$ cat src/rtl/ram_ctrl_pkg.sv
// Shared types for the RAM access sequencer: FSM state encoding and command codes.
package ram_ctrl_pkg;

    typedef enum logic [2:0] {
        ST_IDLE,
        ST_WR,
        ST_RD,
        ST_FILL,
        ST_FILLV,
        ST_RSP
    } state_t;

    localparam logic [1:0] CMD_READ  = 2'b00;
    localparam logic [1:0] CMD_WRITE = 2'b01;
    localparam logic [1:0] CMD_FILL  = 2'b10;

endpackage

$ cat src/rtl/ram_addr_sweep.sv
// Address sweep counter for fill and fill-verify passes; wraps modulo 2^ADDR_W.
module ram_addr_sweep #(
    parameter int ADDR_W = 1
) (
    input  logic              clk,
    input  logic              rst,
    input  logic              clr,
    input  logic              inc,
    output logic [ADDR_W-1:0] cnt,
    output logic              last
);

    always_ff @(posedge clk) begin
        if (rst || clr)
            cnt <= '0;
        else if (inc)
            cnt <= cnt + ADDR_W'(1);
    end

    assign last = (cnt == {ADDR_W{1'b1}});

endmodule

$ cat src/rtl/ram_access_ctrl.sv
// Request/response sequencer in front of a small single-port RAM.
// Optional VERIFY_EN: read back every write and fill, flag mismatches on rsp_err.
module ram_access_ctrl
    import ram_ctrl_pkg::*;
#(
    parameter int ADDR_W = 1,
    parameter int DATA_W = 8
) (
    input  logic              CLK_,
    input  logic              CLR,
    input  logic              req_valid,
    output logic              req_ready,
    input  logic [1:0]        req_cmd,
    input  logic [ADDR_W-1:0] req_addr,
    input  logic [DATA_W-1:0] req_data,
    output logic              rsp_valid,
    input  logic              rsp_ready,
    output logic [DATA_W-1:0] rsp_data,
    output logic              rsp_err,
    output logic              busy,
    output logic              ram_r_w,
    output logic [ADDR_W-1:0] ram_addr,
    output logic [DATA_W-1:0] ram_wdata,
    input  logic [DATA_W-1:0] ram_rdata
);

    state_t              state;
    logic                r_w_q;
    logic [ADDR_W-1:0]   addr_q;
    logic [DATA_W-1:0]   data_q;
    logic [ADDR_W-1:0]   cnt;
    logic                cnt_last;
`ifdef VERIFY_EN
    logic                wr_chk_q;
`endif

    // Reset overrides the registered strobe so a reset cycle can never write the RAM.
    assign ram_r_w = r_w_q | CLR;

    ram_addr_sweep #(.ADDR_W(ADDR_W)) u_sweep (
        .clk  (CLK_),
        .rst  (CLR),
        .clr  (state == ST_IDLE),
        .inc  ((state == ST_FILL) || (state == ST_FILLV)),
        .cnt  (cnt),
        .last (cnt_last)
    );

    always_ff @(posedge CLK_) begin
        if (CLR) begin
            state     <= ST_IDLE;
            req_ready <= 1'b1;
            rsp_valid <= 1'b0;
            rsp_data  <= '0;
            rsp_err   <= 1'b0;
            busy      <= 1'b0;
            r_w_q     <= 1'b1;
            ram_addr  <= '0;
            ram_wdata <= '0;
            addr_q    <= '0;
            data_q    <= '0;
`ifdef VERIFY_EN
            wr_chk_q  <= 1'b0;
`endif
        end else begin
            case (state)
                ST_IDLE: begin
                    if (req_valid) begin
                        addr_q    <= req_addr;
                        data_q    <= req_data;
                        req_ready <= 1'b0;
                        busy      <= 1'b1;
                        rsp_err   <= 1'b0;
`ifdef VERIFY_EN
                        wr_chk_q  <= (req_cmd == CMD_WRITE);
`endif
                        case (req_cmd)
                            CMD_READ: begin
                                state    <= ST_RD;
                                ram_addr <= req_addr;
                            end
                            CMD_WRITE: begin
                                state     <= ST_WR;
                                r_w_q     <= 1'b0;
                                ram_addr  <= req_addr;
                                ram_wdata <= req_data;
                            end
                            CMD_FILL: begin
                                state     <= ST_FILL;
                                r_w_q     <= 1'b0;
                                ram_addr  <= '0;
                                ram_wdata <= req_data;
                            end
                            default: begin
                                state     <= ST_RSP;
                                rsp_valid <= 1'b1;
                                rsp_data  <= '0;
                                rsp_err   <= 1'b1;
                            end
                        endcase
                    end
                end

                ST_WR: begin
                    r_w_q     <= 1'b1;
                    ram_wdata <= '0;
`ifdef VERIFY_EN
                    // Address stays put: the read-back targets the word just written.
                    state     <= ST_RD;
`else
                    state     <= ST_RSP;
                    rsp_valid <= 1'b1;
                    rsp_data  <= data_q;
                    ram_addr  <= '0;
`endif
                end

                ST_RD: begin
                    rsp_data  <= ram_rdata;
`ifdef VERIFY_EN
                    if (wr_chk_q && (ram_rdata != data_q))
                        rsp_err <= 1'b1;
`endif
                    state     <= ST_RSP;
                    rsp_valid <= 1'b1;
                    ram_addr  <= '0;
                end

                ST_FILL: begin
                    if (cnt_last) begin
                        r_w_q     <= 1'b1;
                        ram_wdata <= '0;
                        ram_addr  <= '0;
`ifdef VERIFY_EN
                        state     <= ST_FILLV;
`else
                        state     <= ST_RSP;
                        rsp_valid <= 1'b1;
                        rsp_data  <= data_q;
`endif
                    end else begin
                        ram_addr  <= cnt + ADDR_W'(1);
                    end
                end

                ST_FILLV: begin
                    if (ram_rdata != data_q)
                        rsp_err <= 1'b1;
                    if (cnt_last) begin
                        state     <= ST_RSP;
                        rsp_valid <= 1'b1;
                        rsp_data  <= data_q;
                        ram_addr  <= '0;
                    end else begin
                        ram_addr  <= cnt + ADDR_W'(1);
                    end
                end

                ST_RSP: begin
                    if (rsp_ready) begin
                        state     <= ST_IDLE;
                        rsp_valid <= 1'b0;
                        req_ready <= 1'b1;
                        busy      <= 1'b0;
                    end
                end

                default: begin
                    state     <= ST_IDLE;
                    req_ready <= 1'b1;
                    rsp_valid <= 1'b0;
                    busy      <= 1'b0;
                    r_w_q     <= 1'b1;
                    ram_addr  <= '0;
                    ram_wdata <= '0;
                end
            endcase
        end
    end

endmodule

$ cat config.mk
export PLATFORM = sky130hd
export DESIGN_NAME = ram_access_ctrl
export DESIGN_NICKNAME = d
export VERILOG_FILES = /design/src/rtl/ram_ctrl_pkg.sv /design/src/rtl/ram_addr_sweep.sv /design/src/rtl/ram_access_ctrl.sv
export SDC_FILE = /design/constraint.sdc
export NUM_CORES = 1
export LEC_CHECK = 0
export CORE_UTILIZATION = 35
export CTS_CLUSTER_SIZE = 25
export DETAILED_ROUTE_END_ITERATION = 12
export SETUP_SLACK_MARGIN = 0.02
export SLEW_MARGIN = 40
export SYNTH_ARGS = -nofsm -noshare
export SYNTH_HDL_FRONTEND = slang
export SYNTH_SLANG_ARGS = --single-unit
$ cat constraint.sdc
create_clock -name CLK_ -period 3.8 [get_ports CLK_]
set_clock_uncertainty 0.2 [all_clocks]
set_input_delay 1.14 -clock CLK_ [delete_from_list [all_inputs] [get_ports CLK_]]
set_output_delay 1.14 -clock CLK_ [all_outputs]
set_load 0.05 [all_outputs]
## Word level (Yosys, flattened, before mapping)

Index checks and enable logic that the tools add are counted.

- Bits of input ports: 23
- Register bits after elaboration: 34
- Word-level logic and storage cells: 87
- Output and inout bits: 22

- Bitwise operators: 4
- Reductions and logical operators: 21
- Multiplexer cells: 34
- $add $sub $neg: 1
- Eq/ne operators: 16

Operators by type and width:

| cell | number |
|---|---|
| $mux W8 | 6 |
| $pmux W8 S4 | 1 |
| $pmux W8 S3 | 1 |
| $mux W1 | 14 |
| $pmux W1 S3 | 4 |
| $pmux W3 S4 | 1 |
| $reduce_and A3 Y1 | 4 |
| $reduce_and A4 Y1 | 3 |
| $mux W3 | 3 |
| $pmux W3 S3 | 1 |
| $ne A2 B2 Y1 const B | 4 |
| $ne A8 B8 Y1 | 1 |
| $reduce_or A2 Y1 | 4 |
| $eq A3 B2 Y1 const B | 2 |
| $eq A3 B3 Y1 const B | 2 |
| $ne A2 B1 Y1 const B | 3 |
| $reduce_or A3 Y1 | 2 |
| $pmux W1 S2 | 2 |
| $pmux W1 S4 | 1 |
| $reduce_bool A4 Y1 | 1 |
| $reduce_or A4 Y1 | 1 |
| $eq A3 B1 Y1 const B | 1 |
| $logic_not A3 Y1 | 1 |
| $ne A3 B3 Y1 const B | 1 |
| other kinds (9) | 12 |

## Logic depth before layout (Yosys ltp)

- Depth in word-level cells: 5
- Gate-level depth with buffers: 7
- Mapped depth without buffers: 6

## Modules after synthesis

From an unflattened synthesis, not the netlist that was laid out.

- Cells, all modules: 200
- Area total of the unflattened synthesis: 1694.1 um^2

By module, submodules not included:

| module | times used | cells an instance | sequential area each (um^2) | area each (um^2) |
|---|---|---|---|---|
| ram_access_ctrl | 1 | 196 | 660.6 | 1647.8 |
| ram_addr_sweep | 1 | 4 | 20.0 | 46.3 |

## Least setup slack after synthesis

Ideal clock, no wire load.

- Path type: in2out
- From: input port CLR
- To: output port ram_r_w
- Data arrival time: 1728 ps
- Required time: 2460 ps
- Path slack: 732 ps
- Buffers on the path: 1
- Stages on the path: 2
- Path through: buf_2 > or2_2

- Cells in the longest elaborated chain, start to end: 1

RTL lines:

| element | RTL line | source |
|---|---|---|
| start: declaration | ram_access_ctrl.sv:10 | `input logic CLR,` |
| $or A1 B1 Y1 | ram_access_ctrl.sv:38 | `assign ram_r_w = r_w_q \| CLR;` |
| end: declaration | ram_access_ctrl.sv:21 | `output logic ram_r_w,` |

No other way between the ends.

## Final worst setup path

Same ends and word-level chain as after synthesis.

==> flow_summary.ini <==
[clock_tree]
ctsResizeCount = 0
clk_latency_ps = 280
post_cts_buffers = 0
cts_root_buf = clkbuf_8
cts_num_sinks = 34
cts.clk_slew.worst_paths_ps = 70
cts_buffer_depth = 2
cts_made_buffers = 5
htreeDepth = 2
cts_tree = yes
postCtsHoldBufs = 0

[sta]
slew-limit-headroom = 0.587
final_hold_viol_count = 0
whs_ps = 276
setup_viol = 0
tightest_slew_ps = 618
fin_setup_tns_ps = 0
rsz0062_at_grt = false
post-route-period-util = 0.890
period_minus_slack_ps = 3380
slew_violations = 0
max_freq_mhz = 296

[floorplanning]
die_area_um2 = 6290
coreArea_um2 = 5640
initial_utilization = 0.371
io_pins = 45
die_h_um = 79.3
fp-row-count = 27
die_width_um = 79.3

[worst_hold_path]
min_path_type = register to register
holdPathStages = 1
hold_end = rsp_valid
min_from = rsp_valid

[detailed_routing]
detailedRoute.firstPassIterationCount = 4
drc = 0
drtIter0Drc = 97
final_antenna_net_count = 0
post_drt_wl_per_cell_um = 14.2
viasPerCell = 5.12
vias = 1786
drt_wl_total_um = 4960

[place]
placedCellCount = 341
place_area_um2 = 2550
port_buffers = 44
place.gp.congestion = 0.819
dpl.hpwl_um = 3500

[worst_setup_path]
worstReg2RegStart = state[1]
reg2regPathDepth = 4
startpoint = CLR
critPathKind = primary input to output pin
crit_path_end_kind = output pin
arrival_ps = 2040
worst_r2r_endpoint = rsp_err
required_ps = 2460
r2r_slack_ps = 1590
cp-start-kind = primary input
cp_max_fo = 2

[synth]
synth_edf_count = 0
async_flop_share = 0
netlist_top_cells_count = dfxtp_1, a21oi_1, nand2_1, nor3_2, nand2b_1
synth_most_common_cell = dfxtp_1
synth-warning-count = 0
yosys.area.top_type = dfxtp_1
synth-seq-area-share = 0.326
synth-seq-cells = 34
synth_area_um2 = 2090
synth_cells = 239
synth_ff_type = dfxtp_1
synth.avg_cell_area_um2 = 8.75
postSynthNetCount = 266
yosysUniqueCellTypes = 49
synth_top_area_frac = 0.326
synthTopCellsByArea = dfxtp_1, nor3_2, a21oi_1

[finish]
diodes = 0
syn_to_final_growth_pct = 29.0
nNetsFinal = 303
final_util = 0.478
fin_area_um2 = 2700
stdcell_count = 349
drive_gt1_frac = 0.191

[grt]
grt_pass1_vias = 1713
overflow = 0
grt.total_usage = 0.171
antenna_found_initial = 0
grt_max_degree = 44
grt_pass1_wl_um = 8480

[power_and_ir_drop]
p_per_area_nw_per_um2 = 797
ir_worst_vdd_mv = 0.340
p_leak_uw = 0.000917

[run]
max_cap_violations = 0

[outcome]
outcome = complete, no violations
[placed cells by master, fill, tap and decap left out, drive strengths merged, types with 5 or more instances in the layout]
cell type | synthesis | final
nor2 | 6 | 6
dfxtp | 34 | 34
nand2b | 13 | 13
a21oi | 33 | 33
clkbuf | 3 | 6
o21ai | 15 | 15
inv | 5 | 5
nor3 | 18 | 18
nand4 | 9 | 9
xnor2 | 8 | 8
o221ai | 9 | 9
nand2 | 28 | 28
nand3b | 8 | 8
clkdlybuf4s50 | 0 | 43
[registers in the layout (all words and copies together) (netlist names)]
signal / cells
data_q: 8
ram_addr: 1
req_ready: 1
rsp_valid: 1
u_sweep.cnt: 1
busy: 1
rsp_data: 8
rsp_err: 1
state: 3
ram_wdata: 8
r_w_q: 1
[metrics by stage]
| stage | setup WS [ps] | total power (µW) |
|---|---|---|
| after detailed placement | 417 | 1750 |
| after floorplan | 732 | 1490 |
| after global routing | 386 | 2300 |
| after global placement | 408 | 1730 |
| final | 418 | 2150 |
| after CTS | 406 | 2170 |
[how the worst max path moves through the flow]
| stage | endpoint | cells after the start |
|---|---|---|
| 2_1_floorplan | ram_r_w | 2 |
| 3_3_place_gp | ram_r_w | 3 |
| 3_5_place_dp | ram_r_w | 3 |
| 4_1_cts | ram_r_w | 3 |
| 5_1_grt | ram_r_w | 3 |
| 6_report | ram_r_w | 3 |
[layer usage]
layer	wire, µm	vias to the layer above	GRT usage	part of all wire
met3	179	4	0.0356	0.036
met4	41	0	0.0436	0.0083
met5	0	-	0	0
met2	2080	40	0.249	0.42
met1	2650	815	0.252	0.53
li1	-	927	-	-
[layout make-up]
type	count	area [µm²]
repair buffers	47	473
inverters	5	18.8
flip-flops and latches	34	681
clock buffers	6	82.6
multi-input cells	183	1290
clock inverters	2	60.1
well taps	72	90.1
fillers	523	2940
[critical path, cell delays in order]
cell             delay (ps)
clkdlybuf4s50_1         420
or2_2                   320
buf_12                  160
[cell families (layout without fill, tap and decap cells)]
family | after synthesis | after routing | share of synthesized area
compound gates | 71 | 71 | 0.250
xor+xnor | 9 | 9 | 0.0377
fa+ha+maj | 4 | 4 | 0.0239
buf+inv | 22 | 60 | 0.0592
flops | 34 | 34 | 0.326
simple gates | 99 | 99 | 0.303
[power by group]
group,switching [µW],leakage (µW),internal [µW]
combinational,751,0.000566,451
sequential,79.5,0.000280,457
clock,132,0.0000714,280
total,963,0.000917,1190
Power figures use the tool's default switching activity.
